### config.mk
export PLATFORM = sky130hd
export DESIGN_NAME = instr_mem_loader
export DESIGN_NICKNAME = d
export VERILOG_FILES = /design/src/rtl/instr_mem_loader_pkg.sv /design/src/rtl/instr_mem_loader_byte_assembler.sv /design/src/rtl/instr_mem_loader.sv
export SDC_FILE = /design/constraint.sdc
export NUM_CORES = 1
export LEC_CHECK = 0
export BUFFER_PORTS_ARGS = -buffer_cell sky130_fd_sc_hd__buf_2
export CAP_MARGIN = 40
export CORE_MARGIN = 2
export CORE_UTILIZATION = 35
export DETAILED_ROUTE_END_ITERATION = 8
export PLACE_DENSITY_LB_ADDON = 0.05
export SLEW_MARGIN = 0
export SYNTH_ARGS = -nofsm -noshare
export SYNTH_HDL_FRONTEND = slang
export SYNTH_SLANG_ARGS = --single-unit
### constraint.sdc
create_clock -name clk -period 2.25 [get_ports clk]
set_input_delay 0.1125 -clock clk [delete_from_list [all_inputs] [get_ports clk]]
set_output_delay 0.1125 -clock clk [all_outputs]
set_load 0.1 [all_outputs]
### src/rtl/instr_mem_loader_pkg.sv
// Shared definitions for the instruction memory boot loader.
//
// Contents:
//   BYTES_PER_WORD - program bytes that make up one instruction word
//   INSTR_WIDTH    - width of an instruction word in bits
//   loader_state_e - loader FSM states (IDLE, LOAD, WRITE, DONE)

package instr_mem_loader_pkg;

    localparam int BYTES_PER_WORD = 4;
    localparam int INSTR_WIDTH    = 32;

    typedef enum logic [1:0] {
        IDLE  = 2'd0,
        LOAD  = 2'd1,
        WRITE = 2'd2,
        DONE  = 2'd3
    } loader_state_e;

endpackage

### src/rtl/instr_mem_loader_byte_assembler.sv
// Byte-to-word assembler for the boot loader.
// Shifts accepted bytes in most-significant-first and flags the byte
// that completes a word.
//
// Ports:
//   clk             - system clock, rising edge
//   reset           - synchronous active-high reset
//   clear_i         - discard any partial word and restart the byte count
//   accept_i        - byte_i is taken on this edge
//   byte_i          - incoming program byte
//   word_o          - assembled word register
//   word_complete_o - the byte being accepted now is the last of a word

module instr_mem_loader_byte_assembler
    import instr_mem_loader_pkg::*;
(
    input  logic                   clk,
    input  logic                   reset,
    input  logic                   clear_i,
    input  logic                   accept_i,
    input  logic [7:0]             byte_i,
    output logic [INSTR_WIDTH-1:0] word_o,
    output logic                   word_complete_o
);

    localparam logic [1:0] LAST_BYTE = 2'(BYTES_PER_WORD - 1);

    logic [1:0]             count_q, count_d;
    logic [INSTR_WIDTH-1:0] word_q, word_d;

    // Next-state for the shift register and byte counter. Clear has
    // priority so a new session never inherits bytes from an old one.
    always_comb begin
        count_d = count_q;
        word_d  = word_q;
        if (clear_i) begin
            count_d = '0;
            word_d  = '0;
        end else if (accept_i) begin
            word_d  = {word_q[INSTR_WIDTH-9:0], byte_i};
            count_d = count_q + 2'd1;
        end
    end

    // Register update with synchronous reset.
    always_ff @(posedge clk) begin
        if (reset) begin
            count_q <= '0;
            word_q  <= '0;
        end else begin
            count_q <= count_d;
            word_q  <= word_d;
        end
    end

    assign word_o          = word_q;
    assign word_complete_o = accept_i && (count_q == LAST_BYTE);

endmodule

### src/rtl/instr_mem_loader.sv
// Boot loader for the instruction memory. Receives a byte stream,
// assembles 32-bit words (MSB first) and writes them to ascending
// addresses while holding the processor in stall.
//
// Ports:
//   clk        - system clock, rising edge
//   reset      - synchronous active-high reset
//   start      - pulse; begins a load session from IDLE or DONE
//   byte_valid - byte_data holds a valid byte
//   byte_data  - incoming program byte
//   byte_ready - loader accepts a byte this cycle
//   wr_en      - instruction memory write strobe, one cycle per word
//   wr_addr    - write address
//   wr_data    - instruction word to write
//   cpu_hold   - stall request to the processor while loading
//   done       - load complete, held until next start or reset
//   checksum   - modulo-2^32 sum of words written this session

module instr_mem_loader
    import instr_mem_loader_pkg::*;
#(
    parameter int ADDR_WIDTH = 4,
    parameter int WORD_COUNT = 16
) (
    input  logic                   clk,
    input  logic                   reset,
    input  logic                   start,
    input  logic                   byte_valid,
    input  logic [7:0]             byte_data,
    output logic                   byte_ready,
    output logic                   wr_en,
    output logic [ADDR_WIDTH-1:0]  wr_addr,
    output logic [INSTR_WIDTH-1:0] wr_data,
    output logic                   cpu_hold,
    output logic                   done,
    output logic [INSTR_WIDTH-1:0] checksum
);

    localparam logic [ADDR_WIDTH-1:0] LAST_ADDR = ADDR_WIDTH'(WORD_COUNT - 1);

    loader_state_e          state_q, state_d;
    logic [ADDR_WIDTH-1:0]  wr_addr_q, wr_addr_d;
    logic [INSTR_WIDTH-1:0] wr_data_q, wr_data_d;
    logic [INSTR_WIDTH-1:0] checksum_q, checksum_d;

    logic                   asm_clear;
    logic                   asm_accept;
    logic [INSTR_WIDTH-1:0] asm_word;
    logic                   asm_complete;

    // Bytes are only taken while loading; byte_ready is exactly this state.
    assign asm_accept = byte_valid && (state_q == LOAD);

    instr_mem_loader_byte_assembler u_assembler (
        .clk             (clk),
        .reset           (reset),
        .clear_i         (asm_clear),
        .accept_i        (asm_accept),
        .byte_i          (byte_data),
        .word_o          (asm_word),
        .word_complete_o (asm_complete)
    );

    // Next-state logic for the FSM, address counter, held write data
    // and checksum. The WRITE state lasts exactly one cycle; the address
    // stops at the last word rather than wrapping.
    always_comb begin
        state_d    = state_q;
        wr_addr_d  = wr_addr_q;
        wr_data_d  = wr_data_q;
        checksum_d = checksum_q;
        asm_clear  = 1'b0;
        case (state_q)
            IDLE, DONE: begin
                if (start) begin
                    state_d    = LOAD;
                    wr_addr_d  = '0;
                    checksum_d = '0;
                    asm_clear  = 1'b1;
                end
            end
            LOAD: begin
                if (asm_complete) begin
                    state_d = WRITE;
                end
            end
            WRITE: begin
                wr_data_d  = asm_word;
                checksum_d = checksum_q + asm_word;
                if (wr_addr_q == LAST_ADDR) begin
                    state_d = DONE;
                end else begin
                    wr_addr_d = wr_addr_q + 1'b1;
                    state_d   = LOAD;
                end
            end
            default: begin
                state_d = IDLE;
            end
        endcase
    end

    // State and datapath registers with synchronous reset.
    always_ff @(posedge clk) begin
        if (reset) begin
            state_q    <= IDLE;
            wr_addr_q  <= '0;
            wr_data_q  <= '0;
            checksum_q <= '0;
        end else begin
            state_q    <= state_d;
            wr_addr_q  <= wr_addr_d;
            wr_data_q  <= wr_data_d;
            checksum_q <= checksum_d;
        end
    end

    // During WRITE the freshly assembled word is presented directly;
    // afterwards the captured copy keeps wr_data stable while the
    // assembler shifts in the next word.
    assign wr_data    = (state_q == WRITE) ? asm_word : wr_data_q;
    assign wr_addr    = wr_addr_q;
    assign wr_en      = (state_q == WRITE);
    assign byte_ready = (state_q == LOAD);
    assign cpu_hold   = (state_q == LOAD) || (state_q == WRITE);
    assign done       = (state_q == DONE);
    assign checksum   = checksum_q;

endmodule

; ---- Word-level counts from Yosys, hierarchy flattened
; Index checks and enable logic that the tools add are counted.
[word_totals]
regBits = 104
out_inout_bits = 72
[op_classes]
n_addsub = 3
n_eq_ne = 8
n_mux = 12
n_reduce_logical = 10
[ops]
columns = op, count
row1 = 32-bit 2-to-1 mux, 2
row2 = 32-bit one-hot mux with 2 select lines, 1
row3 = 32-bit adder, 1
row4 = 4-bit 2-to-1 mux, 2
row5 = 4-bit one-hot mux with 2 select lines, 1
row6 = "2-bit equality test, second input constant", 3
row7 = 2-bit 2-to-1 mux, 3
row8 = 2-bit one-hot mux with 3 select lines, 1
row9 = "4-bit by 1-bit adder with 4-bit output, second input constant", 1
row10 = "4-bit equality test, second input constant", 1
row11 = "2-bit inequality test, second input constant", 2
row12 = 2-bit AND reduction, 2
row13 = 2-bit OR reduction, 2
row14 = 3-bit AND reduction, 1
row15 = "2-bit by 1-bit adder with 2-bit output, second input constant", 1
row16 = "2-bit by 1-bit equality test with 1-bit output, second input constant", 1
row17 = 1-bit logical AND, 2
row18 = 2-bit zero test, 1
row19 = 1-bit 2-to-1 mux, 2
row20 = "2-bit by 1-bit inequality test with 1-bit output, second input constant", 1
row21 = 2-bit nonzero test, 1
row22 = 1-bit logical OR, 1

; ---- Longest topological paths before layout
[logic_depth]
ltp_word = 5
depth_mapped = 12
depth_no_buf = 12

; ---- By module
; From an unflattened synthesis, not the netlist that was laid out.
[unflattened]
hier_cells = 595
hier_area_um2 = 5581.6
[modules_own_cells]
columns = mod, instances, cells_per_inst, area_per_inst_um2, seq_area_each_um2
row1 = instr_mem_loader, 1, 482, 4305.4, 1401.3
row2 = instr_mem_loader_byte_assembler, 1, 113, 1276.2, 680.7

; ---- Worst setup path after synthesis
; Ideal clock, no wire load.
[synth_timing]
kind = reg2reg
start = register checksum_q[0], in the netlist checksum[0]
end = register checksum_q[30], in the netlist checksum[30]
setup_ns = 0.118
arrival_time_ns = 3.134
path_slack_ns = -1.002
stages_incl_launch_ff = 13
period_less_slack_ns = 3.252
path_cell_list = dfxtp_1 ha_1 inv_1 fa_1 nor2b_4 o2111ai_1 a31oi_2 o221ai_2 a21oi_2 nor2_1 o31ai_1 xor2_1 a22o_1
[synth_between]
elab_chain_len = 2
[synth_rtl]
columns = item, line_no
row1 = start: declaration, instr_mem_loader.sv:44  ; logic [INSTR_WIDTH-1:0] checksum_q, checksum_d;
row2 = start signal: assignment, instr_mem_loader.sv:114  ; checksum_q <= checksum_d;
row3 = 32-bit adder, instr_mem_loader.sv:89  ; checksum_d = checksum_q + asm_word;
row4 = 32-bit one-hot mux with 2 select lines, instr_mem_loader.sv:73  ; case (state_q)
; Every way passes these cells.
; A chain may end at the register's enable or synchronous reset.

; ---- Final worst setup path
[layout_timing]
start = register checksum_q[14], in the netlist checksum[14]
end = register checksum_q[28], in the netlist checksum[28]
; Same word-level chain as after synthesis.

==> impl_metrics.env <==
export IMPL_p_leak_nw=3.55
export IMPL_synth_compound_area_share_pct=20.1
export IMPL_initial_core_util_pct=35.8
export IMPL_async_flop_share_pct=0
export IMPL_status="complete, but fails checks"
export IMPL_start_kind="flop"
export IMPL_worst_pin_slew_ns=0.513
export IMPL_yosys_area_share_simple_pct=16.7
export IMPL_insertion_delay_ns=0.36
export IMPL_synth_top_area_share_pct=38.4
export IMPL_h_tree_depth=3
export IMPL_fin_crit_sh_pct=111
export IMPL_drc=0
export IMPL_ant_nets=0
export IMPL_yosysUniqueCellTypes=57
export IMPL_grt_overflow_total=0
export IMPL_cts_tree="done"
export IMPL_clock_path_buffers=2
export IMPL_synthXorXnorAreaFrac_pct=4.85
export IMPL_rsz0062_at_grt="true"
export IMPL_avgSynthCellArea_um2=8.95
export IMPL_grt_usage_pct=20.1
export IMPL_antenna_cells=0
export IMPL_synth_edf_count=0
export IMPL_drt_pass1_iter_count=4
export IMPL_min_period_ns=2.50
export IMPL_floorplan_die_area_um2=16500
export IMPL_p_per_area_nw_per_um2=548
export IMPL_num_io_pins=84
export IMPL_critPathArrivalTime_ns=2.75
export IMPL_hold_path_class="in -> reg"
export IMPL_yosys_mux_area_fraction_pct=6.84
export IMPL_ys_warn_count=0
export IMPL_hold_viol=0
export IMPL_grt_pass1_wl_um=25700
export IMPL_final_core_utilization_pct=51.0
export IMPL_power_ir_vdd_worst_v=0.000548
export IMPL_crit_type="reg -> reg"
export IMPL_grt_antenna_before_repair=0
export IMPL_r2r_slack_ns=-0.25
export IMPL_die_h_um=128
export IMPL_wl_per_cell_um=16.6
export IMPL_dp_worst_setup_slack_ns=-0.289
export IMPL_area_growth_pct=42.7
export IMPL_core_area_um2=15100
export IMPL_post_dp_hpwl_um=11900
export IMPL_rr_endpoint="checksum[28]"
export IMPL_ys_top_cells_by_area="dfxtp_1, ha_1, mux2_2"
export IMPL_clk_pin_slew_ns=0.07
export IMPL_path_max_fanout=3
export IMPL_cp_endpoint="checksum[28]"
export IMPL_yosys_area_top_type="dfxtp_1"
export IMPL_cap_violations=0
export IMPL_cts_sinks=104
export IMPL_r2r_start="checksum[14]"
export IMPL_place_port_buffers=83
export IMPL_slew_headroom_pct=65.8
export IMPL_fin_ws_ns=-0.254
export IMPL_syn_inst=605
export IMPL_rr_worst_depth=11
export IMPL_place_gp_congestion=0.886
export IMPL_endpoint_kind="flop"
export IMPL_failed_checks="setup timing"
export IMPL_critPathLaunch="checksum[14]"
export IMPL_numCtsBuffers=9
export IMPL_drv_slew=0
export IMPL_ys_flop_type="dfxtp_1"
export IMPL_place_inst=948
export IMPL_yosys_area_share_adder_pct=8.92
export IMPL_synth_top_family_by_area="compound AO/OA/AOI/OAI gates"
export IMPL_synth_seq_area_share_pct=38.4
export IMPL_layout_drive_gt1_share_pct=42.7
export IMPL_grt_max_degree=35
export IMPL_routed_via_density=5.05
export IMPL_wl_um=16100
export IMPL_die_w_um=128
export IMPL_nNetsFinal=833
export IMPL_drt_initial_drc_count=213
export IMPL_fin_cells=975
export IMPL_syn_nets=655
export IMPL_cts_root_buffer="clkbuf_16"
export IMPL_fp_row_count=45
export IMPL_finClkSkew_ns=0.00971
export IMPL_vias=4925
export IMPL_worstPathRequired_ns=2.50
export IMPL_synth_seq_cells=104
export IMPL_grt_pass1_vias=4966
export IMPL_power_w=0.00424
export IMPL_hold_slack_ns=0.0187
export IMPL_mappedNetlistArea_um2=5420
export IMPL_finalSetupViolCount=12
export IMPL_fmax_mhz=399
[synthesized netlist by cell type, drive strengths merged, types with 3 or more instances]
master	count
a21o	22
xnor2	18
o211ai	4
nand2	87
o22ai	3
nor2	34
buf	4
nor4	3
a211oi	4
a22o	14
nand3	8
a22oi	14
inv	17
o21a	5
mux2	32
o21bai	5
ha	37
nand4	8
clkbuf	26
xor2	12
a21oi	63
nor2b	3
or3	3
dfxtp	104
o21ai	14
nor3	3
and2	35
a31oi	3
[flip-flops by register name (all words and copies together) (netlist names)]
| register | cells |
|---|---|
| u_assembler.word_o | 32 |
| state_q | 2 |
| u_assembler.count_q | 2 |
| checksum | 32 |
| wr_addr | 4 |
| wr_data_q | 32 |
[cells by family (layout without fill, tap and decap cells)]
family | count (synthesis) | in the layout
AO/OA/AOI/OAI | 163 | 163
XOR/XNOR | 30 | 30
adder cells (fa/ha/maj) | 38 | 38
buffers and inverters | 47 | 229
flip-flops | 104 | 104
multiplexers | 33 | 33
AND/OR/NAND/NOR | 190 | 190
[layout make-up]
type,instances,area [µm²]
clock buffers,11,254
clock inverters,4,50.0
fillers,1427,7410
inverters,17,63.8
multi-input cells,454,3610
flip-flops and latches,104,2190
well taps,188,235
repair buffers,197,1330
[per-layer routing]
metal	track usage [%]	wire, µm	part of all wire [%]
met2	33.5	7490	46
met3	2.74	527	3.3
met4	7.18	281	1.7
met1	26.6	7840	49
met5	0	0	0
[report_power, final]
part,internal (W),switching [W]
logic,0.000204,0.000513
clock network,0.000929,0.000729
registers,0.00184,0.0000281
total,0.00297,0.00127
[cells in the final DEF, fill, tap and decap left out, types with 10 or more instances in the layout]
| cell type | n |
|---|---|
| nor2_1 | 31 |
| mux2_4 | 28 |
| dfxtp_2 | 12 |
| a21o_1 | 22 |
| xor2_1 | 12 |
| xnor2_1 | 17 |
| ha_1 | 22 |
| inv_1 | 16 |
| clkbuf_16 | 10 |
| a22o_1 | 14 |
| dfxtp_1 | 68 |
| a22oi_1 | 13 |
| ha_4 | 15 |
| buf_2 | 83 |
| nand2_1 | 85 |
| and2_1 | 35 |
| buf_4 | 101 |
| a21oi_1 | 53 |
| dfxtp_4 | 24 |
[worst min path at each step]
stage / end / depth (start not counted) / startpoint / slack, ns
finish: u_assembler.word_o[3] / 3 / byte_data[3] / 0.02
floorplan: u_assembler.word_o[6] / 2 / byte_data[6] / 0.25
global route: u_assembler.word_o[0] / 3 / byte_data[0] / 0.03
CTS: u_assembler.word_o[0] / 3 / byte_data[0] / 0.004
detailed placement: u_assembler.word_o[7] / 3 / byte_data[7] / 0.36
global placement: u_assembler.word_o[7] / 3 / byte_data[7] / 0.36
[through the flow]
| step | TNS [ns] | area [µm²] |
|---|---|---|
| final | -1.51 | 7730 |
| after global routing | -3.48 | 7730 |
| after CTS | -1.57 | 7580 |
| after detailed placement | -1.95 | 7080 |
| after global placement | -1.66 | 7080 |
| after floorplan | -1.62 | 5800 |
[repair_timing]
item / CTS / global route
setup buffers: 5 / 5
resized for setup: 25 / 24
hold buffers: 5 / 0
endpoints found under the setup margin: 15 / 21
hold endpoints to repair: 5 / 0
pin swaps: 30 / 38
[critical path, cell delays in order, from the launching register on]
cell and delay [ns]:
dfxtp_4 0.35, ha_1 0.32, a21oi_1 0.20, o21ai_1 0.14
a21oi_2 0.19, o21a_1 0.21, a21oi_2 0.11, buf_4 0.14
nor4_1 0.26, o21ai_1 0.13, xor2_1 0.15, a22o_1 0.19
No activity file was read; power rests on OpenSTA's default activity.
